<file path="config.mk">
export PLATFORM = sky130hd
export DESIGN_NAME = decode_stage_hz
export DESIGN_NICKNAME = d
export VERILOG_FILES = /design/src/rtl/decode_stage_hz.sv
export SDC_FILE = /design/constraint.sdc
export NUM_CORES = 1
export LEC_CHECK = 0
export ABC_AREA = 1
export CAP_MARGIN = 20
export CORE_AREA = 2 2 171 173
export DETAILED_ROUTE_END_ITERATION = 8
export DIE_AREA = 0 0 173 175
export DONT_BUFFER_PORTS = 1
export PLACE_DENSITY = 0.6
export SLEW_MARGIN = 0
export SYNTH_ARGS = -nofsm -noshare
export SYNTH_HDL_FRONTEND = slang
export SYNTH_SLANG_ARGS = --single-unit
</file>
<file path="constraint.sdc">
create_clock -name clk -period 2.4 [get_ports clk]
set_input_delay 0.48 -clock clk [delete_from_list [all_inputs] [get_ports clk]]
set_output_delay 0.48 -clock clk [all_outputs]
set_load 0.005 [all_outputs]
</file>
<file path="src/rtl/decode_stage_hz.sv">
// Decode-stage pipeline register with valid/ready handshake, EX/WB operand forwarding,
// load-use interlock, branch flush and a saturating hazard-stall counter.
module decode_stage_hz #(
    parameter int unsigned DATA_W   = 32,
    parameter int unsigned RADDR_W  = 5,
    parameter int unsigned CTRL_W   = 64,
    parameter int unsigned FWD_EN   = 1,
    parameter int unsigned ZERO_REG = 1,
    parameter int unsigned CNT_W    = 16
) (
    input  logic               clk,
    input  logic               rst,
    input  logic               in_valid,
    output logic               in_ready,
    input  logic [CTRL_W-1:0]  in_ctrl,
    input  logic [RADDR_W-1:0] in_addr_ra,
    input  logic [RADDR_W-1:0] in_addr_rb,
    input  logic [RADDR_W-1:0] in_addr_rc,
    input  logic               in_use_ra,
    input  logic               in_use_rb,
    input  logic               in_use_rc,
    input  logic [DATA_W-1:0]  in_data_ra,
    input  logic [DATA_W-1:0]  in_data_rb,
    input  logic [DATA_W-1:0]  in_data_rc,
    input  logic               ex_we,
    input  logic [RADDR_W-1:0] ex_addr_rd,
    input  logic               ex_res_vld,
    input  logic [DATA_W-1:0]  ex_res,
    input  logic               wb_we,
    input  logic [RADDR_W-1:0] wb_addr_rd,
    input  logic [DATA_W-1:0]  wb_res,
    input  logic               flush,
    output logic               out_valid,
    input  logic               out_ready,
    output logic [CTRL_W-1:0]  out_ctrl,
    output logic [DATA_W-1:0]  out_data_a,
    output logic [DATA_W-1:0]  out_data_b,
    output logic [DATA_W-1:0]  out_data_c,
    output logic [CNT_W-1:0]   stall_cnt
);

    typedef enum logic {EMPTY, FULL} slot_t;

    slot_t              state, state_nxt;
    logic [RADDR_W-1:0] src_addr [3];
    logic               src_use  [3];
    logic [DATA_W-1:0]  src_data [3];
    logic [DATA_W-1:0]  fwd_data [3];
    logic               src_zero [3];
    logic               ex_hit   [3];
    logic [2:0]         haz;
    logic               hazard;
    logic               slot_free;
    logic               accept;
    logic               count_stall;

    always_comb begin
        src_addr = '{in_addr_ra, in_addr_rb, in_addr_rc};
        src_use  = '{in_use_ra, in_use_rb, in_use_rc};
        src_data = '{in_data_ra, in_data_rb, in_data_rc};
        haz      = '0;
        for (int unsigned i = 0; i < 3; i++) begin
            src_zero[i] = (ZERO_REG != 0) && (src_addr[i] == '0);
            ex_hit[i]   = ex_we && (ex_addr_rd == src_addr[i]) && !src_zero[i];
            haz[i]      = src_use[i] && ex_hit[i] && (!ex_res_vld || (FWD_EN == 0));
            // EX forwarding only with a ready result; WB forwarding stays on even when FWD_EN=0
            if (src_zero[i])
                fwd_data[i] = '0;
            else if (ex_hit[i] && ex_res_vld && (FWD_EN != 0))
                fwd_data[i] = ex_res;
            else if (wb_we && (wb_addr_rd == src_addr[i]))
                fwd_data[i] = wb_res;
            else
                fwd_data[i] = src_data[i];
        end
    end

    assign hazard      = |haz;
    assign out_valid   = (state == FULL);
    assign slot_free   = !out_valid || out_ready;
    assign in_ready    = !hazard && !flush && slot_free;
    assign accept      = in_valid && in_ready;
    assign count_stall = in_valid && hazard && slot_free && !flush;

    always_ff @(posedge clk) begin
        if (rst)
            state <= EMPTY;
        else
            state <= state_nxt;
    end

    always_comb begin
        state_nxt = state;
        if (flush)
            state_nxt = EMPTY;
        else if (accept)
            state_nxt = FULL;
        else if (slot_free)
            state_nxt = EMPTY;
    end

    // Payload only moves on accept, so a held slot is never re-forwarded
    always_ff @(posedge clk) begin
        if (rst) begin
            out_ctrl   <= '0;
            out_data_a <= '0;
            out_data_b <= '0;
            out_data_c <= '0;
        end else if (accept) begin
            out_ctrl   <= in_ctrl;
            out_data_a <= fwd_data[0];
            out_data_b <= fwd_data[1];
            out_data_c <= fwd_data[2];
        end
    end

    always_ff @(posedge clk) begin
        if (rst)
            stall_cnt <= '0;
        else if (count_stall && (stall_cnt != '1))
            stall_cnt <= stall_cnt + CNT_W'(1);
    end

endmodule

</file>
Word-level counts from Yosys, hierarchy flattened
Index checks and enable logic that the tools add are counted.
{ "classes": {"n_addsub": 1, "div_mod_pow": 0, "n_mux": 11, "shift": 0, "n_bitwise": 0, "n_reduce_logical": 39, "eq_ne": 7, "magnitude_cmp": 0, "multipliers": 0} }
{ "ops": {"columns": ["op", "count"], "rows": [
  ["$mux 32", 9],
  ["$eq 5x5->1", 6],
  ["$logic_and 1x1->1", 25],
  ["$add 16x1->16 const B", 1],
  ["$ne 16x16->1 const B", 1],
  ["$logic_not 5->1", 3],
  ["$logic_not 1->1", 7],
  ["$reduce_or 3->1", 1],
  ["$mux 1", 2],
  ["$reduce_bool 2->1", 1],
  ["$reduce_or 2->1", 1],
  ["$logic_or 1x1->1", 1]
]} }
{ "word_totals": {"latchBits": 0, "rom_bits": 0, "mem_count": 0, "reg_bits": 177, "ramBits": 0} }

Logic depth before layout (Yosys ltp)
Gate-level depths: netlist (run 1).
{ "depth": {"word_depth": 11, "depth_mapped": 14} }

Worst setup path after synthesis (run 1)
No wires, ideal clock.
{ "synth_timing": {"kind": "input-to-output", "start": "input port in_addr_rc[3]", "end": "output port in_ready", "setup_slack_ps": 579, "required_time_ps": 1920, "cell_stages": 8, "path_buffers": 1, "arrival_time_ps": 1341, "cell_sequence": "inv_1 -> nand3_1 -> nor2_1 -> nor2_1 -> nand4_1 -> nand3_2 -> buf_2 -> nor2_1"} }
{ "synth_between": {"elab_chain_cells": 9} }
{ "synth_rtl": {"columns": ["item", "line", "rtl"], "rows": [
  ["start, declared", "18", "input logic [RADDR_W-1:0] in_addr_rc,"],
  ["$eq 5x5->1 / $logic_not 5->1 (equally long branches)", "64, 63", null],
  ["$logic_and 1x1->1 / $logic_not 1->1 (equally long branches)", "64", "ex_hit[i] = ex_we && (ex_addr_rd == src_addr[i]) && !src_zero[i];"],
  ["$logic_and 1x1->1 *", "64", null],
  ["$logic_and 1x1->1 * (2 in a row)", "65", "haz[i] = src_use[i] && ex_hit[i] && (!ex_res_vld || (FWD_EN == 0));"],
  ["$reduce_or 3->1 *", "78", "assign hazard = |haz;"],
  ["$logic_not 1->1 *", "81", "assign in_ready = !hazard && !flush && slot_free;"],
  ["$logic_and 1x1->1 * (2 in a row)", "81", null],
  ["end, declared", "14", "output logic in_ready,"]
]} }
Every way passes the cells marked *; elsewhere a longest branch is shown, timed or not.

Worst setup path after layout (run 1)
{ "layout_timing": {"start": "input port ex_we", "end": "output port in_ready"} }
{ "layout_between": {"elab_chain_cells": 8} }
{ "layout_rtl": {"columns": ["item", "line", "rtl"], "rows": [
  ["start, declared", "25", "input logic ex_we,"],
  ["$logic_and 1x1->1 (2 in a row)", "64", null],
  ["$logic_and 1x1->1 (2 in a row)", "65", null],
  ["$reduce_or 3->1 *", "78", null],
  ["$logic_not 1->1 *", "81", null],
  ["$logic_and 1x1->1 * (2 in a row)", "81", null]
]} }
Marked as above.

==> reports/qor.log, run 1 <==
[run_status] outcome complete, no violations
[sta] worst relative slew slack 0.580
[sta] RSZ-0062 raised after global routing no
[setup_path] reg-to-reg slack, setup 0.37 ns
[routing] via count of the routed design 11.2k
[power_and_ir_drop] Static Leakage 5.43 nW
[sta] number of slew-limit violations in the final report 0
[clocking] CTS Buffer Depth 2
[die] die boundary height 175 um
[global_routing] number of antenna violations at the first check in global routing 4
[placed_design] cell area reported after detailed placement 10800 sq um
[setup_path] WS Path Type in -> out
[finish] layout cells sized above 1 0.0593
[synth] area fraction in compound gates after synthesis 0.0742
[setup_path] startpoint class of the critical path primary input
[sta] worst-margin pin slew 0.630 ns
[power_and_ir_drop] Net Sw Frac 0.305
[sta] final setup fails 0
[routing] drt first-iter violations 844
[die] horizontal die dimension 173 um
[clocking] number of gates given a new drive strength after cts 0
[setup_path] Data required, critical path 1.92 ns
[clocking] hold-fix buffers at CTS 0
[synth] net count of the mapped netlist 2009
[routing] wirelength, routed 42500 um
[placed_design] routability-driven placement congestion ratio 0.922
[die] total core area 28400 sq um
[global_routing] global-route wire length before repair 63900 um
[die] effective utilization at floorplan 0.368
[power_and_ir_drop] Switch Pwr 2.23 mW
[worst_hold_path] path type of the worst min-delay path in -> reg
[clocking] clock buffers created by TritonCTS 17
[finish] post-route cell area 11500 sq um
[routing] post-DR vias/cell 5.35
[synth] Yosys Warn Count 0
[setup_path] reg-to-reg startpoint stall_cnt[0]$_SDFFE_PP0P_
[synth] top-count cell post-synth nand2_1
[clocking] clock transition at the registers of the reported paths 0.08 ns
[clocking] clock tree from TritonCTS yes
[sta] Layout Skew 0.00790 ns
[clocking] clock net sink count 177
[placed_design] Port Buf Inserts 0
[synth] Yosys top cell by area dfxtp_1
[placed_design] pre-CTS setup slack 0.0963 ns
[placed_design] placed instance count 2054
[sta] Peak Freq 0.445 GHz
[finish] final instance count without filler cells 2090
[global_routing] largest net degree at the start of global routing 114
[power_and_ir_drop] Worst IR Drop VDD 0.423 mV
[clocking] worst-skew pair later-pin latency 0.43 ns
[synth] adder-cell area share of the yosys netlist 0.00120
[sta] period utilisation layout 0.936
[synth] async set-reset flop share out of synthesis 0
[power_and_ir_drop] share of power burned in registers 0.452
[synth] biggest area contributors in the synthesized netlist dfxtp_1 (34%), nand2_1 (18%), nor2_1 (13%), nand3_1 (8.9%), nand4_1 (6.7%)
[sta] Period minus WS final 2.25 ns
[routing] total iterations of the first detailed-routing run 5
[synth] combined area of all synthesized cells 10400 sq um
[placed_design] HPWL Detailed 31600 um
[synth] Synth Area in Simple Gates 0.472
[job] maxcap violations 0
[synth] primary flip-flop cell chosen by synthesis mapping dfxtp_1
[synth] Post-synth EDFFs 0
[routing] wire length per cell after detailed routing 20.3 um
[clocking] H-tree levels 4
[synth] sequential cell area fraction in the yosys report 0.339
[synth] number of standard cells after synthesis 1748
[setup_path] data arrival time of the critical path 1.77 ns
[synth] share of cell area taken by muxes after synthesis 0
[power_and_ir_drop] PD cells 639 nW/um^2
[synth] register bit total from synthesis 177
[setup_path] critical path endpoint category output port
[clocking] Clk Tree Root Cell clkbuf_16
[routing] DRC errors left 0
[sta] TNS Setup 0 ns
[finish] final net count 1950
[power_and_ir_drop] Combinational Power Share 0.142
[setup_path] biggest fanout along the worst timing path 31
[finish] post-synthesis to final-layout area growth 9.79%
[setup_path] launching instance or port of the critical path ex_we
[synth] Yosys top cell area share 0.339
[synth] mean instance size in the synthesized netlist 5.97 sq um
[global_routing] leftover overflow at the end of global routing 0
[power_and_ir_drop] relative contribution of the clock network to total power 0.406
[die] DIE AREA 30300 sq um
[synth] Unique masters post-synth 29
[global_routing] vias in the first global route 10.6k
[die] number of placed I/O pins 438
[synth] combinational family with the most area after synthesis simple AND/OR/NAND/NOR gates
[setup_path] Reg2Reg Capture Point stall_cnt[13]$_SDFFE_PP0P_
[die] row cnt 62
[sta] Fin. Hold Viols 0
[sta] tightest hold margin 0.196 ns
[setup_path] last element of the critical path in_ready
[synth] commonest cells in the netlist nand2_1 (490), nor2_1 (367), nand3_1 (185)
[clocking] number of setup buffers added after CTS 0
[synth] post-synthesis share of cell area spent on xor and xnor gates 0.00252
[routing] remaining antenna violation count after routing 0
[power_and_ir_drop] internal power 5.09 mW
[setup_path] Worst Reg2Reg Path Length in Cells 12
[sta] fin worst setup slack 0.154 ns
[global_routing] total track usage 0.273
[power groups by stage]
stage	clock, mW	combinational, mW	sequential, mW
floorplan	0	0.800	3.30
global placement	0	1.02	3.38
detailed placement	0	1.03	3.38
CTS	3.05	1.03	3.31
global route	3.14	1.18	3.33
finish	2.98	1.04	3.31
[placed cells by master (no fill, tap or decap), types with 5 or more instances in the layout]
| cell type | synthesis | layout |
|---|---|---|
| a21oi_1 | 6 | 5 |
| buf_12 | 0 | 8 |
| buf_4 | 9 | 37 |
| clkbuf_16 | 0 | 17 |
| dfxtp_1 | 177 | 177 |
| inv_1 | 149 | 149 |
| inv_2 | 7 | 7 |
| inv_6 | 0 | 5 |
| nand2_1 | 490 | 490 |
| nand3_1 | 185 | 184 |
| nand4_1 | 112 | 112 |
| nor2_1 | 367 | 360 |
| nor2_2 | 0 | 7 |
| o21ai_0 | 46 | 46 |
| o21bai_1 | 64 | 64 |
[critical path, cell delays in order]
cell and delay (ns):
inv_1 0.05, a21oi_1 0.14, nand2_1 0.06, nor2_1 0.24, nand4_1 0.18, nand3_2 0.16
buf_4 0.32, nor2_1 0.10
[cells by family (layout without fill, tap and decap cells)]
logic type / after synthesis / in the layout
xor+xnor: 3 / 3
buf+inv: 280 / 234
compound gates: 121 / 121
flops: 177 / 177
fa+ha+maj: 1 / 1
other cells: 0 / 4
simple gates: 1166 / 1166
[worst min path at each step]
stage | start | endpoint | slack (ns) | depth (start not counted)
after floorplan | out_ctrl[0]$_SDFFE_PP0P_ | out_ctrl[0]$_SDFFE_PP0P_ | 0.48 | 2
after global placement | out_ctrl[29]$_SDFFE_PP0P_ | out_ctrl[29]$_SDFFE_PP0P_ | 0.49 | 2
after detailed placement | out_data_a[3]$_SDFFE_PP0P_ | out_data_a[3]$_SDFFE_PP0P_ | 0.50 | 2
after CTS | in_ctrl[47] | out_ctrl[47]$_SDFFE_PP0P_ | 0.18 | 2
after global routing | in_ctrl[17] | out_ctrl[17]$_SDFFE_PP0P_ | 0.19 | 2
final | in_ctrl[44] | out_ctrl[44]$_SDFFE_PP0P_ | 0.20 | 2
[per-layer routing]
layer | track usage | part of all wire | up-vias
li1 | - | - | 5444
met1 | 0.314 | 0.37 | 5065
met2 | 0.462 | 0.48 | 577
met3 | 0.0905 | 0.11 | 88
met4 | 0.120 | 0.040 | 0
met5 | 0 | 0 | -
[final cells by class]
type                            count  area (sq um)
Fill cell                        3186         16900
Multi-Input combinational cell   1291          5790
Sequential cell                   177          3540
Inverter                          157           591
Tap cell                          384           480
Clock buffer                       18           439
Timing Repair Buffer               45           438
Clock inverter                     14           166
Antenna cell                        4          10.0
[sequential cells by signal (all words and copies together) (netlist names)]
register and flops:
out_valid 1, out_ctrl 64, out_data_b 32, stall_cnt 16, out_data_a 32, out_data_c 32
[per-stage QoR]
step	util	power (mW)
final	0.404	7.32
after global routing	0.404	7.65
after CTS	0.403	7.39
after detailed placement	0.382	4.41
after global placement	0.382	4.40
after floorplan	-	4.10
Power figures use the tool's default switching activity.
==> run 2, diff against run 1 <==
--- a/config.mk
+++ b/config.mk
@@ -11,7 +11,7 @@
 export DETAILED_ROUTE_END_ITERATION = 8
 export DIE_AREA = 0 0 173 175
 export DONT_BUFFER_PORTS = 1
-export PLACE_DENSITY = 0.6
+export PLACE_DENSITY_LB_ADDON = 0.08
 export SLEW_MARGIN = 0
 export SYNTH_ARGS = -nofsm -noshare
 export SYNTH_HDL_FRONTEND = slang
==> constraint.sdc (replaced) <==
create_clock -name clk -period 2.4 [get_ports clk]
set_input_delay 0.48 -clock clk [delete_from_list [all_inputs] [get_ports clk]]
set_output_delay 0.48 -clock clk [all_outputs]
set_load 0.02 [all_outputs]
==> run 2 against run 1 <==
Against the previous run:
- via count decreased by 0.96%
- worst setup slack improved by 0.16 ns
- sequential power is 6.3% higher
- sequential share of layout area down 0.47 points
- first-iteration DRC count is 4.9% higher
- die area unchanged
- routed wire length increased by 0.34%
- critical path depth did not move
==> reports/qor.log, run 2 (same netlist as run 1, synthesis figures left out) <==
[finish] layout cells sized above 1 0.0704 [+0.0111]
[setup_path] slowest cell on the critical path nor2_1
[global_routing] largest net degree at the start of global routing 67 [-41%]
[die] row cnt 62 [unchanged]
[power_and_ir_drop] PD cells 641 nW/um^2 [+0.24%]
[setup_path] launching instance or port of the critical path ex_we
[sta] number of slew-limit violations in the final report 0 [unchanged]
[finish] most flop-heavy register out_ctrl
[setup_path] startpoint class of the critical path primary input
[clocking] hold-fix buffers at CTS 0 [unchanged]
[clocking] H-tree levels 4 [unchanged]
[setup_path] Worst Reg2Reg Path Length in Cells 12 [unchanged]
[clocking] number of setup buffers added after CTS 0 [unchanged]
[sta] tightest hold margin 0.189 ns [-0.00687 ns]
[routing] post-DR vias/cell 5.26 [-1.7%]
[sta] Peak Freq 0.479 GHz [+7.5%]
[setup_path] critical path endpoint category output port
[sta] Layout Skew 0.00771 ns [-0.000192 ns]
[finish] leading cell type in the layout, fill and taps excluded nand2_1
[setup_path] Reg2Reg Capture Point stall_cnt[6]$_SDFFE_PP0P_
[global_routing] total track usage 0.277 [+0.00360]
[clocking] worst-skew pair later-pin latency 0.45 ns [+0.02 ns]
[setup_path] Data required, critical path 1.92 ns [about the same]
[finish] most frequent cells in the layout nand2_1 (490), nor2_1 (360), nand3_1 (180)
[sta] worst-margin pin slew 0.617 ns [-0.0128 ns]
[job] maxcap violations 0 [unchanged]
[global_routing] leftover overflow at the end of global routing 0 [unchanged]
[routing] wirelength, routed 42600 um [+0.34%]
[power_and_ir_drop] Worst IR Drop VDD 0.454 mV [+7.5%]
[routing] via count of the routed design 11.1k [-0.96%]
[routing] drt first-iter violations 885 [+4.9%]
[run_status] outcome complete, no violations
[sta] TNS Setup 0 ns [unchanged]
[finish] number of flip-flops in the largest register 64 [unchanged]
[placed_design] HPWL Detailed 32500 um [+2.7%]
[setup_path] biggest fanout along the worst timing path 4 [-87%]
[sta] Fin. Hold Viols 0 [unchanged]
[setup_path] last element of the critical path in_ready
[sta] final setup fails 0 [unchanged]
[die] die boundary height 175 um [unchanged]
[power_and_ir_drop] Static Leakage 5.54 nW [+2.0%]
[finish] area used by multi-input combinational logic 5820 sq um [+0.43%]
[worst_hold_path] startpoint of the most critical hold path in_ctrl[36]
[routing] total iterations of the first detailed-routing run 5 [unchanged]
[finish] number of fillers in the final layout 3112 [-2.3%]
[clocking] clock tree from TritonCTS yes
[setup_path] Most common cell on crit path nor2_1
[global_routing] global-route wire length before repair 64900 um [+1.6%]
[placed_design] routability-driven placement congestion ratio 0.908 [-1.5%]
[sta] worst relative slew slack 0.588 [+0.00811]
[sta] period utilisation layout 0.871 [-0.0650]
[clocking] Clk Tree Root Cell clkbuf_16
[placed_design] Port Buf Inserts 0 [unchanged]
[finish] sequential standard cell area 3540 sq um [unchanged]
[global_routing] vias in the first global route 10.7k [+0.73%]
[clocking] CTS Buffer Depth 2 [unchanged]
[setup_path] reg-to-reg startpoint stall_cnt[0]$_SDFFE_PP0P_
[sta] RSZ-0062 raised after global routing no
[setup_path] peak per-stage delay on the critical path 0.25 ns [-0.07 ns]
[routing] DRC errors left 0 [unchanged]
[die] horizontal die dimension 173 um [unchanged]
[clocking] clock transition at the registers of the reported paths 0.08 ns [about the same]
[die] number of placed I/O pins 438 [unchanged]
[die] total core area 28400 sq um [unchanged]
[worst_hold_path] path type of the worst min-delay path in -> reg
[setup_path] list of cells traversed by the critical path inv_1, a21oi_1, nand2_1, nor2_1, nand4_1, nand3_2, nor2_1, buf_4
[routing] wire length per cell after detailed routing 20.3 um [-0.37%]
[setup_path] data arrival time of the critical path 1.61 ns [-0.16 ns]
[finish] post-synthesis to final-layout area growth 11.5%
[setup_path] WS Path Type in -> out
[global_routing] number of antenna violations at the first check in global routing 3 [-1]
[clocking] number of gates given a new drive strength after cts 0 [unchanged]
[clocking] clock buffers created by TritonCTS 17 [unchanged]
[die] effective utilization at floorplan 0.368 [unchanged]
[setup_path] reg-to-reg slack, setup 0.42 ns [+0.05 ns]
[finish] final net count 1967 [+0.87%]
[clocking] clock net sink count 177 [unchanged]
[sta] Period minus WS final 2.09 ns [-0.156 ns]
[routing] remaining antenna violation count after routing 0 [unchanged]
[die] DIE AREA 30300 sq um [unchanged]
## run 2: cell types whose count changed in the layout (fill, tap and decap cells not counted), moves of 2 or more
cell and delta:
inv_8 +4, clkinv_4 +2, buf_4 +14, inv_6 -4, nand3_2 +4, clkinv_2 -2, buf_12 +3, nand3_1 -4
## run 2: report_power, final
group	switching [mW]	internal (mW)	leakage, nW	total (mW)
Sequential	0.394	3.13	1.46	3.52
Combinational	0.680	0.380	3.79	1.06
Clock	1.39	1.49	0.290	2.88
Total	2.46	5.00	5.54	7.46
## run 2: metal layers
layer  global-route usage  part of all wire
met3                0.109              0.10
met5                    0                 0
met1                0.318              0.39
met2                0.460              0.47
met4                0.113             0.038
## run 2: critical path: cells and delay by family
kind | cells | cell delay, ns
buf+inv | 2 | 0.21
simple gates | 5 | 0.76
compound gates | 1 | 0.15
## run 2: layout make-up
| type | instances | share of cell area |
|---|---|---|
| Sequential cell | 177 | 0.305 |
| Antenna cell | 3 | 0.000645 |
| Tap cell | 384 | 0.0413 |
| Clock inverter | 14 | 0.0144 |
| Timing Repair Buffer | 62 | 0.0518 |
| Inverter | 157 | 0.0509 |
| Clock buffer | 17 | 0.0366 |
| Multi-Input combinational cell | 1291 | 0.500 |
## run 2: how the worst min path moves through the flow
stage               slack [ns]  cells past startpoint                     endpoint
floorplan                 0.56                      2  out_data_a[22]$_SDFFE_PP0P_
global placement          0.53                      4    stall_cnt[5]$_SDFFE_PP0P_
detailed placement        0.53                      4    stall_cnt[5]$_SDFFE_PP0P_
CTS                       0.17                      2    out_ctrl[43]$_SDFFE_PP0P_
global route              0.18                      2    out_ctrl[28]$_SDFFE_PP0P_
finish                    0.19                      2    out_ctrl[36]$_SDFFE_PP0P_
## run 2: metrics by stage
step,std cells,util,cell area (sq um),total power [mW],setup slack (ns)
5_1_grt,2105,0.410,11600,7.83,0.171
3_3_place_gp,2071,0.389,11000,4.64,0.178
6_report,2105,0.410,11600,7.46,0.310
2_1_floorplan,1748,-,10400,4.31,0.395
3_5_place_dp,2071,0.389,11000,4.65,0.143
4_1_cts,2102,0.410,11600,7.53,0.285
==> run 3, diff against run 2 <==
==> constraint.sdc (replaced) <==
create_clock -name clk -period 2.4 [get_ports clk]
set_input_delay 0.12 -clock clk [delete_from_list [all_inputs] [get_ports clk]]
set_output_delay 0.12 -clock clk [all_outputs]
set_load 0.02 [all_outputs]
==> run 3 against run 2 <==
Against the previous run:
- sequential cell count did not move
- utilization rose by 2.3 points
- fmax rose by 3.8%
==> reports/qor.log, run 3 (same netlist as run 1, synthesis figures left out) <==
[run_status] outcome complete, no violations
[worst_hold_path] path type of the worst min-delay path in -> reg
[setup_path] Reg2Reg Capture Point out_ctrl[38]$_SDFFE_PP0P_
[power_and_ir_drop] Combinational Power Share 0.155 [+0.013]
[die] effective utilization at floorplan 0.368 [unchanged]
[setup_path] startpoint class of the critical path flop
[setup_path] critical path endpoint category flop
[routing] drt first-iter violations 859 [-2.9%]
[sta] number of slew-limit violations in the final report 0 [unchanged]
[power_and_ir_drop] Static Leakage 5.77 nW [+4.2%]
[sta] Peak Freq 0.497 GHz [+3.8%]
[sta] TNS Setup 0 ns [unchanged]
[setup_path] biggest fanout along the worst timing path 32 [+28]
[setup_path] Worst Reg2Reg Path Length in Cells 7 [-5]
[power_and_ir_drop] Worst IR Drop VDD 0.450 mV [-1.0%]
[power_and_ir_drop] PD cells 612 nW/um^2 [-4.5%]
[setup_path] list of cells traversed by the critical path nand2_1, nand3_1, inv_1, nand4_4, buf_12, o21bai_1, nor2_1
[clocking] clock tree from TritonCTS yes
[routing] total iterations of the first detailed-routing run 5 [unchanged]
[power_and_ir_drop] share of power burned in registers 0.469 [-0.003]
[global_routing] largest net degree at the start of global routing 120 [+79%]
[routing] wire length per cell after detailed routing 20.0 um [-1.2%]
[setup_path] peak per-stage delay on the critical path 0.38 ns [+0.13 ns]
[setup_path] reg-to-reg startpoint out_valid$_SDFFE_PP0P_
[sta] fin worst setup slack 0.386 ns [+0.0761 ns]
[global_routing] number of antenna violations at the first check in global routing 4 [+1]
[finish] most flop-heavy register out_ctrl
[power_and_ir_drop] relative contribution of the clock network to total power 0.377 [-0.009]
[sta] RSZ-0062 raised after global routing no
[die] die boundary height 175 um [unchanged]
[clocking] clock buffers created by TritonCTS 17 [unchanged]
[die] DIE AREA 30300 sq um [unchanged]
[die] number of placed I/O pins 438 [unchanged]
[routing] wirelength, routed 43500 um [+2.0%]
[die] total core area 28400 sq um [unchanged]
[routing] remaining antenna violation count after routing 0 [unchanged]
[finish] most frequent cells in the layout nand2_1 (490), nor2_1 (360), nand3_1 (180)
[power_and_ir_drop] Switch Pwr 2.54 mW [+3.1%]
[finish] final net count 2033 [+3.4%]
[setup_path] launching instance or port of the critical path out_valid$_SDFFE_PP0P_
[finish] leading cell type in the layout, fill and taps excluded nand2_1
[routing] post-DR vias/cell 5.21 [-0.95%]
[sta] Period minus WS final 2.01 ns [-0.0761 ns]
[power_and_ir_drop] Pwr Total 7.52 mW [+0.84%]
[setup_path] data arrival time of the critical path 2.36 ns [+0.75 ns]
[sta] final setup fails 0 [unchanged]
[global_routing] total track usage 0.282 [+0.00545]
[routing] via count of the routed design 11.3k [+2.2%]
[worst_hold_path] cell count of the worst hold path 6 [+4]
[power_and_ir_drop] Net Sw Frac 0.337 [+0.00745]
[setup_path] Data required, critical path 2.74 ns [+0.82 ns]
[finish] post-synthesis to final-layout area growth 17.7%
[sta] Fin. Hold Viols 0 [unchanged]
[sta] period utilisation layout 0.839 [-0.0317]
[finish] number of fillers in the final layout 3170 [+1.9%]
[clocking] Clk Tree Root Cell clkbuf_16
[sta] tightest hold margin 0.0187 ns [-0.170 ns]
[power_and_ir_drop] internal power 4.98 mW [-0.28%]
[placed_design] routability-driven placement congestion ratio 0.913 [+0.46%]
[clocking] worst-skew pair later-pin latency 0.45 ns [about the same]
[clocking] clock transition at the registers of the reported paths 0.08 ns [about the same]
[die] row cnt 62 [unchanged]
[global_routing] global-route wire length before repair 66200 um [+2.0%]
[clocking] clock net sink count 177 [unchanged]
[routing] DRC errors left 0 [unchanged]
[global_routing] vias in the first global route 10.9k [+2.0%]
[sta] Layout Skew 0.0111 ns [+0.00336 ns]
[sta] worst relative slew slack 0.436 [-0.152]
[setup_path] slowest cell on the critical path dfxtp_1
[setup_path] last element of the critical path out_ctrl[38]$_SDFFE_PP0P_
[placed_design] Port Buf Inserts 0 [unchanged]
[setup_path] WS Path Type reg -> reg
[clocking] H-tree levels 4 [unchanged]
[job] maxcap violations 0 [unchanged]
[placed_design] HPWL Detailed 31300 um [-3.5%]
[global_routing] leftover overflow at the end of global routing 0 [unchanged]
[die] horizontal die dimension 173 um [unchanged]
[finish] number of flip-flops in the largest register 64 [unchanged]
[setup_path] reg-to-reg slack, setup 0.39 ns [-0.03 ns]
[clocking] number of gates given a new drive strength after cts 0 [unchanged]
[clocking] CTS Buffer Depth 2 [unchanged]
[finish] layout cells sized above 1 0.0566 [-0.0138]
[placed_design] pre-CTS setup slack 0.345 ns [+0.202 ns]
[sta] worst-margin pin slew 0.845 ns [+0.228 ns]
[run 3: stage by stage]
step	area [sq um]	utilization	std cells
finish	12300	0.433	2173
global route	12300	0.433	2173
CTS	12300	0.432	2169
detailed placement	10800	0.380	2050
global placement	10800	0.380	2050
floorplan	10400	-	1748
[run 3: repair_timing]
action / 4_1_cts / 5_1_grt
endpoints found under the setup margin: 0 / 0
hold buffers: 87 / 0
setup buffers: 0 / 0
endpoints found under the hold margin: 82 / 0
[run 3: metal layers]
| metal | GRT usage | part of all wire | routed length [um] | up-vias |
|---|---|---|---|---|
| met4 | 0.114 | 0.036 | 1550 | 0 |
| met5 | 0 | 0 | 0 | - |
| met3 | 0.0944 | 0.092 | 4010 | 69 |
| met2 | 0.478 | 0.48 | 20900 | 450 |
| met1 | 0.327 | 0.39 | 17000 | 5188 |
| li1 | - | - | - | 5609 |
[run 3: power groups by stage]
stage	clock network [mW]	logic [mW]	registers, mW
2_1_floorplan	0	0.801	3.51
4_1_cts	2.92	1.16	3.53
5_1_grt	3.02	1.32	3.54
3_5_place_dp	0	1.02	3.60
6_report	2.83	1.16	3.52
3_3_place_gp	0	1.01	3.59
[run 3: worst min path at each step]
stage	slack, ns	start	end
after detailed placement	0.28	in_ctrl[7]	out_ctrl[7]$_SDFFE_PP0P_
final	0.02	ex_res[4]	out_data_b[4]$_SDFFE_PP0P_
after floorplan	0.27	in_ctrl[1]	out_ctrl[1]$_SDFFE_PP0P_
after CTS	0.0008	ex_res[19]	out_data_b[19]$_SDFFE_PP0P_
after global placement	0.28	in_ctrl[11]	out_ctrl[11]$_SDFFE_PP0P_
after global routing	0.03	ex_res[5]	out_data_c[5]$_SDFFE_PP0P_
[run 3: critical path, delay by kind of cell (launching register included)]
kind | cells | cell delay (ns)
and+or+nand+nor | 4 | 0.79
buffers and inverters | 2 | 0.54
DFF | 1 | 0.38
AOI/OAI and AO/OA | 1 | 0.17
[run 3: final cells by class]
cell class	count	area [sq um]	share of cell area
antenna	4	10.0	0.000815
clock buffer	18	429	0.0349
timing repair buffer	128	1250	0.102
clock inverter	14	161	0.0131
multi-input combinational	1291	5820	0.474
tap	384	480	0.0391
sequential	177	3540	0.288
inverter	157	592	0.0482
